`src/rtl/alu_ctrl_pkg.sv`:
```
// Shared constants for the ALU controller: widths, opcodes, ALU op codes,
// FSM states and instruction field positions.
package alu_ctrl_pkg;

  localparam int DATA_W = 16;
  localparam int RA_W   = 3;

  localparam int OPC_MSB = 15;
  localparam int OPC_LSB = 12;
  localparam int RD_MSB  = 11;
  localparam int RD_LSB  = 9;
  localparam int RS_MSB  = 8;
  localparam int RS_LSB  = 6;
  localparam int RT_MSB  = 5;
  localparam int RT_LSB  = 3;
  localparam int IMM_MSB = 8;
  localparam int IMM_LSB = 0;

  localparam logic [3:0] OP_ADD  = 4'h0;
  localparam logic [3:0] OP_SUB  = 4'h1;
  localparam logic [3:0] OP_SHL  = 4'h2;
  localparam logic [3:0] OP_SHR  = 4'h3;
  localparam logic [3:0] OP_SAR  = 4'h4;
  localparam logic [3:0] OP_SLA  = 4'h5;
  localparam logic [3:0] OP_OR   = 4'h6;
  localparam logic [3:0] OP_NAND = 4'h7;
  localparam logic [3:0] OP_NOP  = 4'h8;
  localparam logic [3:0] OP_LI   = 4'h9;

  localparam logic [2:0] ALU_ADD  = 3'd0;
  localparam logic [2:0] ALU_SUB  = 3'd1;
  localparam logic [2:0] ALU_SHL  = 3'd2;
  localparam logic [2:0] ALU_SHR  = 3'd3;
  localparam logic [2:0] ALU_SAR  = 3'd4;
  localparam logic [2:0] ALU_SLA  = 3'd5;
  localparam logic [2:0] ALU_OR   = 3'd6;
  localparam logic [2:0] ALU_NAND = 3'd7;

  typedef enum logic [1:0] {
    IDLE   = 2'd0,
    DECODE = 2'd1,
    EXEC   = 2'd2,
    WB     = 2'd3
  } state_t;

  function automatic logic [DATA_W-1:0] sext9(input logic [8:0] v);
    return {{(DATA_W-9){v[8]}}, v};
  endfunction

endpackage

```
`src/rtl/regfile_8x16.sv`:
```
// 8x16 register file: two operand read ports, one debug read port and one
// synchronous write port. R0 always reads zero and ignores writes.
module regfile_8x16
  import alu_ctrl_pkg::*;
(
  input  logic              i_clk,
  input  logic              i_rst_n,
  input  logic              i_we,
  input  logic [RA_W-1:0]   i_waddr,
  input  logic [DATA_W-1:0] i_wdata,
  input  logic [RA_W-1:0]   i_raddr_a,
  output logic [DATA_W-1:0] o_rdata_a,
  input  logic [RA_W-1:0]   i_raddr_b,
  output logic [DATA_W-1:0] o_rdata_b,
  input  logic [RA_W-1:0]   i_dbg_addr,
  output logic [DATA_W-1:0] o_dbg_data
);

  logic [DATA_W-1:0] r_mem [2**RA_W];

  always_ff @(posedge i_clk or negedge i_rst_n) begin
    if (!i_rst_n) begin
      for (int k = 0; k < 2**RA_W; k++) r_mem[k] <= '0;
    end else if (i_we && (i_waddr != '0)) begin
      r_mem[i_waddr] <= i_wdata;
    end
  end

  assign o_rdata_a  = (i_raddr_a  == '0) ? '0 : r_mem[i_raddr_a];
  assign o_rdata_b  = (i_raddr_b  == '0) ? '0 : r_mem[i_raddr_b];
  assign o_dbg_data = (i_dbg_addr == '0) ? '0 : r_mem[i_dbg_addr];

endmodule

```
`src/rtl/alu_ctrl_seq.sv`:
```
// Four-state instruction sequencer: accepts an instruction, reads operands,
// drives the ALU, writes the result back and pulses o_done.
module alu_ctrl_seq
  import alu_ctrl_pkg::*;
(
  input  logic              i_clk,
  input  logic              i_rst_n,
  input  logic              i_instr_valid,
  output logic              o_instr_ready,
  input  logic [DATA_W-1:0] i_instr,
  output logic [DATA_W-1:0] o_alu_a,
  output logic [DATA_W-1:0] o_alu_b,
  output logic [2:0]        o_alu_op,
  input  logic [DATA_W-1:0] i_alu_out,
  input  logic              i_alu_zerof,
  output logic              o_done,
  output logic [DATA_W-1:0] o_result,
  output logic              o_zero,
  output logic              o_illegal,
  input  logic [RA_W-1:0]   i_dbg_addr,
  output logic [DATA_W-1:0] o_dbg_data
);

  state_t            r_state;
  state_t            w_next;
  logic [DATA_W-1:0] r_instr;
  logic [DATA_W-1:0] r_alu_a;
  logic [DATA_W-1:0] r_alu_b;
  logic [2:0]        r_alu_op;
  logic [DATA_W-1:0] r_result;
  logic              r_zero;
  logic              r_illegal;

  logic [3:0]        w_opcode;
  logic              w_is_alu;
  logic [DATA_W-1:0] w_rdata_a;
  logic [DATA_W-1:0] w_rdata_b;
  logic [DATA_W-1:0] w_exec_result;
  logic              w_exec_zero;
  logic              w_exec_illegal;
  logic              w_exec_write;
  logic              w_we;

  assign w_opcode = r_instr[OPC_MSB:OPC_LSB];
  assign w_is_alu = ~w_opcode[3];

  regfile_8x16 u_regfile (
    .i_clk      (i_clk),
    .i_rst_n    (i_rst_n),
    .i_we       (w_we),
    .i_waddr    (r_instr[RD_MSB:RD_LSB]),
    .i_wdata    (w_exec_result),
    .i_raddr_a  (r_instr[RS_MSB:RS_LSB]),
    .o_rdata_a  (w_rdata_a),
    .i_raddr_b  (r_instr[RT_MSB:RT_LSB]),
    .o_rdata_b  (w_rdata_b),
    .i_dbg_addr (i_dbg_addr),
    .o_dbg_data (o_dbg_data)
  );

  always_comb begin
    w_next = r_state;
    case (r_state)
      IDLE:    if (i_instr_valid) w_next = DECODE;
      DECODE:  w_next = EXEC;
      EXEC:    w_next = WB;
      WB:      w_next = IDLE;
      default: w_next = IDLE;
    endcase
  end

  // What EXEC commits depends only on the opcode class; only ALU ops consume i_alu_*.
  always_comb begin
    w_exec_result  = '0;
    w_exec_zero    = 1'b0;
    w_exec_illegal = 1'b0;
    w_exec_write   = 1'b0;
    if (w_is_alu) begin
      w_exec_result = i_alu_out;
      w_exec_zero   = i_alu_zerof;
      w_exec_write  = 1'b1;
    end else if (w_opcode == OP_NOP) begin
      w_exec_zero = 1'b1;
    end else if (w_opcode == OP_LI) begin
      w_exec_result = sext9(r_instr[IMM_MSB:IMM_LSB]);
      w_exec_zero   = (w_exec_result == '0);
      w_exec_write  = 1'b1;
    end else begin
      w_exec_illegal = 1'b1;
    end
  end

  assign w_we = (r_state == EXEC) && w_exec_write;

  always_ff @(posedge i_clk or negedge i_rst_n) begin
    if (!i_rst_n) begin
      r_state   <= IDLE;
      r_instr   <= '0;
      r_alu_a   <= '0;
      r_alu_b   <= '0;
      r_alu_op  <= ALU_ADD;
      r_result  <= '0;
      r_zero    <= 1'b0;
      r_illegal <= 1'b0;
    end else begin
      r_state <= w_next;
      if (r_state == IDLE && i_instr_valid) r_instr <= i_instr;
      if (r_state == DECODE && w_is_alu) begin
        r_alu_a  <= w_rdata_a;
        r_alu_b  <= w_rdata_b;
        r_alu_op <= w_opcode[2:0];
      end
      if (r_state == EXEC) begin
        r_result  <= w_exec_result;
        r_zero    <= w_exec_zero;
        r_illegal <= w_exec_illegal;
      end
    end
  end

  assign o_instr_ready = (r_state == IDLE);
  assign o_done        = (r_state == WB);
  assign o_alu_a       = r_alu_a;
  assign o_alu_b       = r_alu_b;
  assign o_alu_op      = r_alu_op;
  assign o_result      = r_result;
  assign o_zero        = r_zero;
  assign o_illegal     = r_illegal & (r_state == WB);

endmodule

```
`config.mk`:
```
export PLATFORM = sky130hd
export DESIGN_NAME = alu_ctrl_seq
export DESIGN_NICKNAME = d
export VERILOG_FILES = /design/src/rtl/alu_ctrl_pkg.sv /design/src/rtl/regfile_8x16.sv /design/src/rtl/alu_ctrl_seq.sv
export SDC_FILE = /design/constraint.sdc
export NUM_CORES = 1
export LEC_CHECK = 0
export CAP_MARGIN = 5
export CORE_MARGIN = 5
export CORE_UTILIZATION = 55
export CTS_CLUSTER_SIZE = 25
export DETAILED_ROUTE_END_ITERATION = 8
export PLACE_DENSITY = 0.78
export REMOVE_ABC_BUFFERS = 1
export SYNTH_ARGS = -nofsm -noshare
export SYNTH_HDL_FRONTEND = slang
export SYNTH_SLANG_ARGS = --single-unit
```
`constraint.sdc`:
```
create_clock -name i_clk -period 2.5 [get_ports i_clk]
set_input_delay 0.25 -clock i_clk [delete_from_list [all_inputs] [get_ports i_clk]]
set_output_delay 0.25 -clock i_clk [all_outputs]
set_load 0.01 [all_outputs]
```
==> impl_metrics.py <==
metrics = {
    "drt": {
        "drcViolationCount": 0,
        "vias": 7636,
        "drt_wl_total_um": 29300,
        "drt_iter0_markers": 817,
        "wl_met3_um": 2700,
        "wl_met1_um": 12100,
        "dr_wl_met2_um": 13600,
        "via_per_inst": 6.70,
        "top_layer": "met4",
        "final_antenna_net_count": 0,
        "firstDrtPassIters": 6,
        "wire_per_inst_um": 25.7,
    },
    "timing": {
        "relSlewSlack_pct": 52.1,
        "fin_crit_ns": 2.28,
        "maxSlewViolCount": 0,
        "fin_worst_skew_ns": 0.0115,
        "hold_violations": 0,
        "worst_pin_slew_ns": 0.716,
        "finalSetupViolCount": 0,
        "finalCritPeriodShare_pct": 91.4,
        "fmax_mhz": 438,
        "rsz0062_at_grt": "no",
    },
    "flow_run": {
        "maxCapViolCount": 0,
    },
    "synthesis": {
        "ys_types": 35,
        "synth_area_leader_cell": "dfrtp_1",
        "syn_area_mm2": 0.00994,
        "synthCells": 781,
        "synth.ff_latch_count": 183,
        "synth_most_common_cell": "mux2_2",
        "yosys.area.top_type_share_pct": 46.1,
        "async_flop_share_pct": 100,
        "avgSynthCellArea_um2": 12.7,
        "ys_seq_area_share_pct": 46.1,
        "synth_area_leaders": "dfrtp_1, mux2_2, a221oi_1",
        "synth_warnings": 0,
        "synth-edff-count": 0,
        "synthTopCellsByCount": "mux2_2, dfrtp_1, clkbuf_1",
        "ys.flop_type": "dfrtp_1",
    },
    "global_routing": {
        "grt_pass1_wl_um": 45800,
        "antenna_found_initial": 0,
        "grt_pass1_vias": 8023,
        "grtUsageTotal_pct": 28.8,
        "grt_max_degree": 55,
        "grt_overflow": 0,
    },
    "layout": {
        "multi_input_area_mm2": 0.00498,
        "final_cell_area_mm2": 0.0121,
        "diodes": 0,
        "regArea_mm2": 0.00458,
        "fillers": 1259,
        "drive_gt1_share_pct": 41.6,
        "nNetsFinal": 942,
        "area_delta_synth_final_pct": 22.1,
        "stdcell_count": 1140,
    },
    "floorplan": {
        "start_util_pct": 55.5,
        "io_pins": 110,
        "die-area_mm2": 0.0209,
        "design.core.area_mm2": 0.0179,
        "fp.dieH_um": 144,
        "die-width_um": 144,
        "rows": 49,
    },
    "clock_tree": {
        "clock-sinks": 183,
        "clk_latency_ns": 0.44,
        "cts_buffer_depth": 2,
        "cts_root_buf": "clkbuf_16",
        "cts_buffers": 17,
        "clk_pin_slew_worst_paths_ns": 0.07,
        "htreeDepth": 4,
        "cts_tree": "built",
    },
    "power": {
        "irDropWorstVdd_uv": 690,
        "power_density_mw_per_mm2": 1260,
        "cellLeakagePower_nw": 5.29,
        "finalPower_w": 0.0153,
    },
    "worst_setup_path": {
        "arrival_ns": 2.60,
        "critPathMaxFanout": 15,
        "crit_required_ns": 2.82,
        "crit_start": "r_instr[13]",
        "start_kind": "flop",
        "reg2reg_depth": 5,
        "crit_type": "reg -> reg",
        "cp-end-kind": "flop",
        "rrSetupSlack_ns": 0.22,
        "r2r-start": "r_instr[13]",
        "rr_endpoint": "u_regfile.r_mem[67]",
    },
    "place": {
        "place.port_buffers": 109,
        "dpl_cell_area_mm2": 0.0115,
        "detailed_place_hpwl_um": 19000,
        "gp_congestion": 0.876,
        "placed_cells": 1101,
    },
    "status": {
        "status": "finished clean",
    },
    "worst_hold_path": {
        "min_path_type": "in -> async",
    },
}
[worst max-delay path: stages (launching register included)]
cell and delay (ns):
dfrtp_1 0.45, or3b_1 0.39, buf_4 0.24, a2111oi_4 0.40, buf_4 0.30, mux2_2 0.37
[cells by family (layout without fill, tap and decap cells)]
| logic type | after synthesis | after routing | synth area share, % |
|---|---|---|---|
| AO/OA/AOI/OAI | 159 | 159 | 13.2 |
| AND/OR/NAND/NOR | 70 | 70 | 3.23 |
| flip-flops | 183 | 183 | 46.1 |
| multiplexers | 275 | 275 | 33.0 |
| adder cells (fa/ha/maj) | 4 | 4 | 0.503 |
| buffers and inverters | 90 | 220 | 4.09 |
[per-layer routing]
| layer | GRT usage [%] | vias up |
|---|---|---|
| met3 | 7.28 | 89 |
| met5 | 0 | - |
| li1 | - | 3210 |
| met4 | 12.3 | 0 |
| met1 | 38.9 | 3898 |
| met2 | 44.4 | 439 |
[through the flow]
stage               setup WS, ns  hold WS [ns]  utilization, %  setup TNS, ns
floorplan                 -0.227       -0.0456               -         -19.22
CTS                      -0.0445         0.354            67.3        -0.0445
global placement         -0.0917         0.226            64.1         -0.143
detailed placement        -0.122         0.237            64.1         -0.261
finish                     0.215         0.336            67.8              0
global route               0.171         0.378            67.8              0
[sequential cells by signal (all words and copies together) (netlist names)]
register,flops
o_alu_a,16
o_alu_b,16
o_alu_op,3
o_result,16
o_zero,1
r_illegal,1
r_instr,16
r_state,2
u_regfile.r_mem,112
[placed cells by master, fill, tap and decap left out, types with 7 or more instances in the layout]
| master | instances |
|---|---|
| clkinv_2 | 7 |
| a21oi_1 | 48 |
| buf_4 | 47 |
| a22o_1 | 8 |
| buf_12 | 9 |
| mux4_2 | 16 |
| mux2_2 | 259 |
| o2bb2ai_1 | 8 |
| a221oi_1 | 45 |
| nand2_1 | 47 |
| clkbuf_16 | 17 |
| o221ai_1 | 31 |
| inv_1 | 21 |
| dfrtp_1 | 181 |
| clkdlybuf4s50_1 | 100 |
[cell type report]
class                      instances  share of cell area, %
inverter                          21                  0.649
sequential                       183                   37.7
clock inverter                    11                  0.907
timing repair buffer             168                   13.7
tap                              229                   2.36
multi-input combinational        508                   41.0
clock buffer                      20                   3.60
[report_power, final]
group	internal [W]	leakage (nW)	switching, W
Combinational	0.00371	2.67	0.00345
Sequential	0.00421	2.36	0.00141
Clock	0.00145	0.269	0.00111
[what timing repair did]
| item | 4_1_cts | 5_1_grt |
|---|---|---|
| hold buffers | 1 | 0 |
| buffers inserted | 0 | 7 |
| hold endpoints to repair | 49 | 0 |
| gates cloned | 0 | 0 |
| resized for setup | 5 | 11 |
| setup endpoints to repair | 4 | 13 |
[how the worst max path moves through the flow]
stage / to / slack (ns) / depth (start not counted)
3_3_place_gp: o_dbg_data[15] / -0.09 / 7
4_1_cts: o_dbg_data[5] / -0.04 / 6
2_1_floorplan: u_regfile.r_mem[32] / -0.23 / 5
5_1_grt: u_regfile.r_mem[67] / 0.17 / 5
6_report: u_regfile.r_mem[67] / 0.22 / 5
3_5_place_dp: o_dbg_data[15] / -0.12 / 7
Note: power is estimated with default switching activity, not from simulation.
